<file path="src/rtl/qdes_pkg.sv">
// qdes_pkg: shared types and constants for the quotient deserializer.
// Optional feature macro used by the design: QDES_FRAME_CHECK_EN.
package qdes_pkg;

    typedef enum logic {
        IDLE = 1'b0,
        RECV = 1'b1
    } state_t;

    localparam int QDES_DEPTH = 2;

    // Bit counter must be able to represent 0..WIDTH.
    function automatic int cnt_w(input int width);
        return $clog2(width + 1);
    endfunction

endpackage

</file>
<file path="src/rtl/quotient_deser_if.sv">
// quotient_deser_if: serial input and parallel output handshake bundle.
// slave = deserializer view, master = divider/consumer (environment) view.
interface quotient_deser_if #(
    parameter int WIDTH = 8
);
    logic             in_valid;
    logic             in_data;
    logic             out_valid;
    logic             out_ready;
    logic [WIDTH-1:0] out_data;
    logic             overflow;
    logic             frame_err;

    modport slave (
        input  in_valid, in_data, out_ready,
        output out_valid, out_data, overflow, frame_err
    );

    modport master (
        output in_valid, in_data, out_ready,
        input  out_valid, out_data, overflow, frame_err
    );
endinterface

</file>
<file path="src/rtl/qdes_fifo2.sv">
// qdes_fifo2: 2-entry word buffer with 1-bit pointers and a 2-bit count.
// A push while full is accepted only if a pop happens in the same cycle.
module qdes_fifo2
    import qdes_pkg::*;
#(
    parameter int WIDTH = 8
) (
    input  logic             clk,
    input  logic             rst,
    input  logic             push_i,
    input  logic             pop_i,
    input  logic [WIDTH-1:0] wdata_i,
    output logic [WIDTH-1:0] rdata_o,
    output logic             valid_o,
    output logic             full_o
);
    logic [WIDTH-1:0] mem_q [QDES_DEPTH];
    logic             wr_ptr_q, wr_ptr_d;
    logic             rd_ptr_q, rd_ptr_d;
    logic [1:0]       cnt_q, cnt_d;
    logic             wr_en, rd_en;

    assign valid_o = (cnt_q != 2'd0);
    assign full_o  = (cnt_q == 2'(QDES_DEPTH));
    assign rdata_o = mem_q[rd_ptr_q];

    assign rd_en = pop_i && valid_o;
    assign wr_en = push_i && (!full_o || rd_en);

    // Pointer and occupancy next state.
    always_comb begin
        wr_ptr_d = wr_ptr_q;
        rd_ptr_d = rd_ptr_q;
        cnt_d    = cnt_q;
        if (wr_en) wr_ptr_d = ~wr_ptr_q;
        if (rd_en) rd_ptr_d = ~rd_ptr_q;
        case ({wr_en, rd_en})
            2'b10:   cnt_d = cnt_q + 2'd1;
            2'b01:   cnt_d = cnt_q - 2'd1;
            default: cnt_d = cnt_q;
        endcase
    end

    // Storage, pointers and count; reset clears storage so out_data reads 0.
    always_ff @(posedge clk or posedge rst) begin
        if (rst) begin
            mem_q[0] <= '0;
            mem_q[1] <= '0;
            wr_ptr_q <= 1'b0;
            rd_ptr_q <= 1'b0;
            cnt_q    <= 2'd0;
        end else begin
            if (wr_en) mem_q[wr_ptr_q] <= wdata_i;
            wr_ptr_q <= wr_ptr_d;
            rd_ptr_q <= rd_ptr_d;
            cnt_q    <= cnt_d;
        end
    end
endmodule

</file>
<file path="src/rtl/quotient_deser.sv">
// quotient_deser: collects an MSB-first serial quotient into WIDTH-bit words
// and buffers them behind a valid/ready handshake.
// Optional feature macro: QDES_FRAME_CHECK_EN (in_valid gap aborts the frame
// and pulses frame_err; otherwise a gap just pauses accumulation).
module quotient_deser
    import qdes_pkg::*;
#(
    parameter int WIDTH = 8
) (
    input  logic                     clk,
    input  logic                     rst,
    quotient_deser_if.slave          bus
);
    localparam int CW = cnt_w(WIDTH);

    state_t           state_q, state_d;
    logic [CW-1:0]    cnt_q, cnt_d;
    logic [WIDTH-2:0] sr_q, sr_d;
    logic [WIDTH-1:0] word_d;
    logic             push;
    logic             pop;
    logic             full;
    logic             overflow_q, overflow_d;

    assign pop = bus.out_valid && bus.out_ready;

    // Next-state logic for the frame FSM, counter and shift register.
`ifdef QDES_FRAME_CHECK_EN
    logic abort_d;
    logic frame_err_q;
`endif
    always_comb begin
        state_d = state_q;
        cnt_d   = cnt_q;
        sr_d    = sr_q;
        word_d  = {sr_q, bus.in_data};
        push    = 1'b0;
`ifdef QDES_FRAME_CHECK_EN
        abort_d = 1'b0;
`endif
        case (state_q)
            IDLE: begin
                if (bus.in_valid) begin
                    sr_d    = '0;
                    sr_d[0] = bus.in_data;
                    cnt_d   = CW'(1);
                    state_d = RECV;
                end
            end
            RECV: begin
                if (bus.in_valid) begin
                    if (cnt_q == CW'(WIDTH - 1)) begin
                        push    = 1'b1;
                        cnt_d   = '0;
                        state_d = IDLE;
                    end else begin
                        sr_d  = word_d[WIDTH-2:0];
                        cnt_d = cnt_q + CW'(1);
                    end
                end else begin
`ifdef QDES_FRAME_CHECK_EN
                    cnt_d   = '0;
                    state_d = IDLE;
                    abort_d = 1'b1;
`endif
                end
            end
            default: state_d = IDLE;
        endcase
    end

    // A word is lost only when the buffer is full and nothing leaves this cycle.
    always_comb begin
        overflow_d = overflow_q;
        if (push && full && !pop) overflow_d = 1'b1;
    end

    // Frame state registers.
    always_ff @(posedge clk or posedge rst) begin
        if (rst) begin
            state_q    <= IDLE;
            cnt_q      <= '0;
            sr_q       <= '0;
            overflow_q <= 1'b0;
        end else begin
            state_q    <= state_d;
            cnt_q      <= cnt_d;
            sr_q       <= sr_d;
            overflow_q <= overflow_d;
        end
    end

`ifdef QDES_FRAME_CHECK_EN
    // Registered one-cycle abort pulse.
    always_ff @(posedge clk or posedge rst) begin
        if (rst) frame_err_q <= 1'b0;
        else     frame_err_q <= abort_d;
    end
    assign bus.frame_err = frame_err_q;
`else
    assign bus.frame_err = 1'b0;
`endif

    assign bus.overflow = overflow_q;

    qdes_fifo2 #(.WIDTH(WIDTH)) u_fifo (
        .clk     (clk),
        .rst     (rst),
        .push_i  (push),
        .pop_i   (pop),
        .wdata_i (word_d),
        .rdata_o (bus.out_data),
        .valid_o (bus.out_valid),
        .full_o  (full)
    );
endmodule

</file>
<file path="src/flat_wrapper.sv">
// flat-port wrapper written by rule: the top's interface ports become plain ports
module quotient_deser_flat import qdes_pkg::*;
#(
    parameter int WIDTH = 8
)
  (clk, rst, bus_in_valid, bus_in_data, bus_out_ready, bus_out_valid, bus_out_data, bus_overflow, bus_frame_err);
  quotient_deser_if #(.WIDTH(WIDTH)) bus_i ();
  input  logic clk;
  input  logic rst;
  input wire logic [$bits(bus_i.in_valid)-1:0] bus_in_valid;
  input wire logic [$bits(bus_i.in_data)-1:0] bus_in_data;
  input wire logic [$bits(bus_i.out_ready)-1:0] bus_out_ready;
  output wire logic [$bits(bus_i.out_valid)-1:0] bus_out_valid;
  output wire logic [$bits(bus_i.out_data)-1:0] bus_out_data;
  output wire logic [$bits(bus_i.overflow)-1:0] bus_overflow;
  output wire logic [$bits(bus_i.frame_err)-1:0] bus_frame_err;
  assign bus_i.in_valid = bus_in_valid;
  assign bus_i.in_data = bus_in_data;
  assign bus_i.out_ready = bus_out_ready;
  assign bus_out_valid = bus_i.out_valid;
  assign bus_out_data = bus_i.out_data;
  assign bus_overflow = bus_i.overflow;
  assign bus_frame_err = bus_i.frame_err;
  quotient_deser #(.WIDTH(WIDTH)) u_core (.clk(clk), .rst(rst), .bus(bus_i));
endmodule
</file>
<file path="config.mk">
export PLATFORM = sky130hd
export DESIGN_NAME = quotient_deser_flat
export DESIGN_NICKNAME = d
export VERILOG_FILES = /design/src/rtl/qdes_pkg.sv /design/src/rtl/quotient_deser_if.sv /design/src/rtl/qdes_fifo2.sv /design/src/rtl/quotient_deser.sv /design/src/flat_wrapper.sv
export SDC_FILE = /design/constraint.sdc
export NUM_CORES = 1
export LEC_CHECK = 0
export ABC_CLOCK_PERIOD_IN_PS = 2750
export CORE_UTILIZATION = 45
export DETAILED_ROUTE_END_ITERATION = 16
export HOLD_SLACK_MARGIN = 0.15
export PLACE_DENSITY = 0.66
export SYNTH_ARGS = -nofsm -noshare
export SYNTH_HDL_FRONTEND = slang
export SYNTH_SLANG_ARGS = --single-unit
</file>
<file path="constraint.sdc">
create_clock -name clk -period 2.75 [get_ports clk]
set_clock_uncertainty 0.05 [all_clocks]
set_input_delay 0.275 -clock clk [delete_from_list [all_inputs] [get_ports clk]]
set_output_delay 0.275 -clock clk [all_outputs]
set_load 0.1 [all_outputs]
</file>
# Yosys cells after proc, flatten, opt, wreduce, memory -nomap -nowiden
# Cells that the tools add are included.
[totals]
register_bits = 33
latch_bits = 0
mem_bits_rw = 0
romBits = 0
input_bits = 5
output_inout_bits = 11
elab_cells = 62
mem_count = 0
[classes]
add_sub_neg = 3
multipliers = 0
n_div = 0
magnitude_cmp = 3
eq_ne = 7
shifts = 0
mux = 22
bitwise_logic = 5
reduce_logical = 13
[op_table]
columns = ["operator", "count"]
rows = [
  ["$mux W8", 4],
  ["$mux W7", 3],
  ["$bwmux W16", 1],
  ["$pmux W7 S2", 1],
  ["$mux W4", 3],
  ["$demux W8 S1", 1],
  ["$pmux W4 S2", 1],
  ["$logic_and A1 B1 Y1", 6],
  ["$mux W1", 6],
  ["$ne A2 B2 Y1 const B", 3],
  ["$add A4 B1 Y4 const B", 1],
  ["$eq A2 B2 Y1 const B", 2],
  ["$eq A4 B3 Y1 const B", 1],
  ["$ge A2 B2 Y1 const B", 2],
  ["$not A1 Y2", 2],
  ["$pmux W2 S2", 1],
  ["$reduce_bool A2 Y1", 2],
  ["$not A1 Y1", 3],
  ["$reduce_and A3 Y1", 1],
  ["$add A2 B1 Y2 const B", 1],
  ["$eq A2 B1 Y1 const B", 1],
  ["$logic_not A1 Y1", 2],
  ["$lt A2 B1 Y1 const B", 1],
  ["$pmux W1 S2", 1],
  ["3 further kinds", 3],
]

# Depth between registers and ports, before layout
[logic_depth]
depth_word = 7
mapped_depth = 5
depth_no_buf = 4

# Cells and area by module
# From an unflattened synthesis, not the netlist that was laid out.
[unflattened]
hier_cells = 107
hier_area_um2 = 1483.9
[modules_own_cells]
columns = ["mod", "n_inst", "cells_per_inst", "area_per_inst_um2", "seq_area_each_um2"]
rows = [
  ["qdes_fifo2", 1, 61, 905.9, 500.5],
  ["quotient_deser", 1, 46, 578.1, 325.3],
]

# Least setup slack after synthesis
# Ideal clock, no wire load.
[synth_path]
kind = "register -> register"
startpoint = "reg u_core.cnt_q[0]"
endpoint = "reg u_core.u_fifo.mem_q[8] in the netlist's numbering"
setup_ns = 0.125
arrival_time_ns = 1.523
t_required_ns = 2.575
slack_ns = 1.052
path_stages_with_launch = 5
path_buffers = 0
synth_period_minus_slack_ns = 1.698
cell_sequence = "dfrtp_1 ha_1 nand3b_4 nor4_4 mux2_2"
[synth_via]
elab_chain_len = 5
[synth_rtl]
columns = ["item", "line", "rtl"]
rows = [
  ["start: declaration", "quotient_deser.sv:17", "logic [CW-1:0] cnt_q, cnt_d;"],
  ["start signal: assignment", "quotient_deser.sv:87", "cnt_q <= cnt_d;"],
  ["$eq A4 B3 Y1", "quotient_deser.sv:52", "if (cnt_q == CW'(WIDTH - 1)) begin"],
  ["$mux W1", "quotient_deser.sv:52", ""],
  ["$mux W1", "quotient_deser.sv:51", "if (bus.in_valid) begin"],
  ["$mux W1", "quotient_deser.sv:41", "case (state_q)"],
  ["$logic_and A1 B1 Y1", "qdes_fifo2.sv:28", "assign wr_en = push_i && (!full_o || rd_en);"],
  ["end signal: indexed assignment", "qdes_fifo2.sv:53", "if (wr_en) mem_q[wr_ptr_q] <= wdata_i;"],
  ["end: declaration", "qdes_fifo2.sv:17", "logic [WIDTH-1:0] mem_q [QDES_DEPTH];"],
]
# No other way between the ends.
# A chain may end at the register's enable or synchronous reset.

# Final worst setup path
# Ends and elaborated chain as after synthesis.

==> key figures <==
Global route
  – Final global-route overflow total: 0
  – Initial antenna violation count: 0
  – Wire length of the first global-routing pass: 4.31 mm
  – Global-route total usage across every layer: 0.166
  – Largest net degree at the start of global routing: 34
  – Number of global-route vias before repair: 889

Yosys
  – Simple-gate share of the synthesized area: 0.128
  – Multiplexer share of the synthesized area: 0.183
  – Seq cells post-synth: 33
  – Xor and xnor fraction of the mapped netlist area: 0.0114
  – Mean instance size in the synthesized netlist: 13.3 um^2
  – Library cell occupying the most area in the post-synthesis netlist: sky130_fd_sc_hd__dfrtp_1
  – Synthesis warning total: 0
  – Count of flip-flops with a built-in enable after synthesis: 0
  – Area of the mapped netlist: 0.00154 mm^2
  – Count of unique library cells instantiated by Yosys: 37
  – Post-synth top area share: 0.537
  – Largest family of logic cells by synthesized area: multiplexers
  – Number of cells produced by synthesis: 116
  – Sequential share of the synthesized area: 0.537
  – Largest cells by area after synthesis: sky130_fd_sc_hd__dfrtp_1 (54%), sky130_fd_sc_hd__mux2_2 (18%), sky130_fd_sc_hd__a22o_1 (3.4%)
  – Adder and majority cell fraction of the synthesized area: 0.00813
  – Share of synthesized flip-flops with an asynchronous set or reset: 1.00
  – Dominant synthesized flop cell: sky130_fd_sc_hd__dfrtp_1
  – Synth Net Count: 122
  – Area fraction in compound gates after synthesis: 0.0976

Power
  – Register share of total power: 0.412
  – Overall power after layout: 1740 uW
  – Net switching share of the total power: 0.406
  – Switching power of the nets: 705 uW
  – Static Leak: 0.000868 uW
  – Power per Cell Area: 984 mW/mm^2
  – Max IR drop VDD: 0.663 mV
  – Clock power frac: 0.214
  – Fraction of power consumed by combinational cells: 0.374
  – Internal: 1030 uW

Die
  – Core Rows: 20
  – DIE HEIGHT: 60.5 um
  – Number of primary I/O pins: 16
  – Effective utilization at floorplan: 0.488
  – Core Box Area: 0.00315 mm^2
  – Die X: 60.5 um
  – Total die area: 0.00366 mm^2

Finish
  – Net count, final: 138
  – Fraction of layout cells with a size suffix above 1: 0.383
  – Antenna diode instance count: 0
  – Relative area change from synthesis to final layout: 14.8%
  – Number of fillers in the final layout: 280
  – Most frequent standard cell in the layout excluding fill and tap cells: sky130_fd_sc_hd__dfrtp_1
  – Top library cells by usage in the layout, fill and taps aside: sky130_fd_sc_hd__dfrtp_1 (33), sky130_fd_sc_hd__mux2_2 (25), sky130_fd_sc_hd__buf_4 (11), sky130_fd_sc_hd__a22o_1 (6), sky130_fd_sc_hd__clkbuf_4 (5)

Critical path
  – Capturing point of the worst reg2reg path: u_core.u_fifo.mem_q[8]
  – Data required time at the worst endpoint: 2.92 ns
  – Depth of the worst register-to-register path: 4
  – RR Startpoint: u_core.cnt_q[0]
  – Max Fanout on Critical Path: 8
  – Classification of the worst setup path: register to register
  – Element type at the critical path end: register
  – Longest individual stage delay on the worst path: 0.51 ns
  – Chain of cells forming the critical path: ha_1 > nand3b_4 > nor4_4 > mux2_2
  – Highest-delay cell along the critical path: sky130_fd_sc_hd__nor4_4
  – Flop2flop setup slack: 0.85 ns
  – Element type at the critical path start: register
  – Data arrival time of the critical path: 2.06 ns

Place
  – Placer Congestion: 0.702
  – Port bufs: 14
  – Placed wire-length estimate: 1.76 mm

CTS
  – Level count of the clock H-tree: 2
  – Inserted Clock Buffers: 5
  – Clk sink count: 33
  – Total of hold buffers inserted after clock tree synthesis: 0
  – Number of buffers on the longest clock path: 2
  – Insertion delay of the later-clocked pin in the worst-skew pair: 0.33 ns
  – Clock Tree Root: sky130_fd_sc_hd__clkbuf_4
  – Buffer count from post-CTS setup fixing: 0
  – Post_cts resized: 0
  – Clock transition at path regs: 0.10 ns
  – Clock tree from TritonCTS: done

STA
  – Pin slew with the least headroom to its limit: 0.546 ns
  – Tightest slew margin relative to the limit: 0.633
  – Final Hold Viols: 0
  – Setup-violating endpoint count in the final report: 0
  – Total negative setup slack: 0 ns
  – Post-layout minimum cycle time: 1.90 ns
  – Max-slew violation count: 0
  – Unrepaired setup endpoints after global routing: no
  – Maximum clock frequency: 528 MHz
  – Share of the clock period used by the worst path: 0.689

Routing
  – Violation count after the first detailed-route iteration: 30
  – Antenna Violating Nets Remaining: 0
  – Number of iterations in the first detailed-routing pass: 4
  – Routed len/inst: 14.1 um
  – Sum of routed wire length over all layers: 2.49 mm
  – Routed via count divided by cell count: 5.32
  – Via count: 941
  – Final routed DRC violation total: 0

Min path
  – Worst Hold Class: input port to asynchronous set/reset pin

Job
  – Max-capacitance violation count: 0

Run status
  – Outcome: completed
-- worst max-delay path by stage --
stage / from / end / slack [ns] / depth (start not counted)
4_1_cts: u_core.cnt_q[0] / u_core.u_fifo.mem_q[8] / 0.83 / 4
5_1_grt: u_core.cnt_q[0] / u_core.u_fifo.mem_q[13] / 0.68 / 4
3_3_place_gp: bus_in_valid / u_core.u_fifo.mem_q[12] / 0.58 / 4
3_5_place_dp: bus_in_valid / u_core.u_fifo.mem_q[13] / 0.51 / 4
2_1_floorplan: u_core.cnt_q[0] / u_core.u_fifo.mem_q[8] / 1.05 / 4
6_report: u_core.cnt_q[0] / u_core.u_fifo.mem_q[8] / 0.85 / 4
-- power groups by stage --
stage | sequential (uW) | combinational, uW | clock (uW)
floorplan | 676 | 581 | 0
global placement | 724 | 644 | 0
detailed placement | 729 | 656 | 0
CTS | 718 | 656 | 387
global route | 739 | 684 | 407
finish | 716 | 650 | 372
-- flip-flops by register name, summed over array words and instances, names as in the netlist --
name / cells
u_core.cnt_q: 4
u_core.u_fifo.cnt_q: 2
u_core.state_q: 1
u_core.bus.overflow: 1
u_core.u_fifo.wr_ptr_q: 1
u_core.u_fifo.rd_ptr_q: 1
u_core.u_fifo.mem_q: 16
u_core.sr_q: 7
-- cells by family (layout without fill, tap and decap cells) --
family | Yosys count | count (layout)
flip-flops | 33 | 33
adder cells (fa/ha/maj) | 1 | 1
multiplexers | 25 | 25
XOR/XNOR | 2 | 2
buffers and inverters | 10 | 27
AO/OA/AOI/OAI | 19 | 19
AND/OR/NAND/NOR | 25 | 25
other | 1 | 1
-- through the flow --
step | std cells | cell area (um^2) | hold slack, ns | util | setup WS (ns)
3_5_place_dp | 169 | 1680 | 0.406 | 0.533 | 0.506
5_1_grt | 177 | 1770 | 0.294 | 0.560 | 0.680
2_1_floorplan | 116 | 1540 | 0.354 | - | 1.05
4_1_cts | 177 | 1770 | 0.280 | 0.560 | 0.826
3_3_place_gp | 169 | 1680 | 0.398 | 0.533 | 0.579
6_report | 177 | 1770 | 0.274 | 0.560 | 0.855
-- metal layers --
metal / wire, um / part of all wire / global-route usage
met1: 1170 / 0.47 / 0.224
met4: 47 / 0.019 / 0.0779
met2: 1170 / 0.47 / 0.240
met5: 0 / 0 / 0
met3: 111 / 0.045 / 0.0576
-- cells in the mapped netlist, types with 2 or more instances --
library cell / number
sky130_fd_sc_hd__a22o_1: 6
sky130_fd_sc_hd__a311o_1: 2
sky130_fd_sc_hd__clkbuf_1: 3
sky130_fd_sc_hd__dfrtp_1: 33
sky130_fd_sc_hd__inv_1: 4
sky130_fd_sc_hd__mux2_2: 25
sky130_fd_sc_hd__nand2_1: 2
sky130_fd_sc_hd__nand2b_1: 2
sky130_fd_sc_hd__nand3_1: 2
sky130_fd_sc_hd__nand3b_1: 2
sky130_fd_sc_hd__nor2_1: 3
sky130_fd_sc_hd__nor2b_1: 2
sky130_fd_sc_hd__nor4_1: 2
sky130_fd_sc_hd__o21ai_0: 4
sky130_fd_sc_hd__xnor2_1: 2
-- cell type report --
cell class	instances	area, um^2	area share
sequential	33	826	0.467
clock buffer	7	55.1	0.0312
clock inverter	1	30.0	0.0170
tap	44	55.1	0.0312
multi-input combinational	73	663	0.375
inverter	4	15.0	0.00850
timing repair buffer	15	123	0.0694
-- critical path: cells and delay by family (launching register included) --
kind	cells	cell delay, ns
and+or+nand+nor	2	0.66
DFF	1	0.40
muxes	1	0.40
adders and majority gates	1	0.27
(Power assumes the default switching activity.)
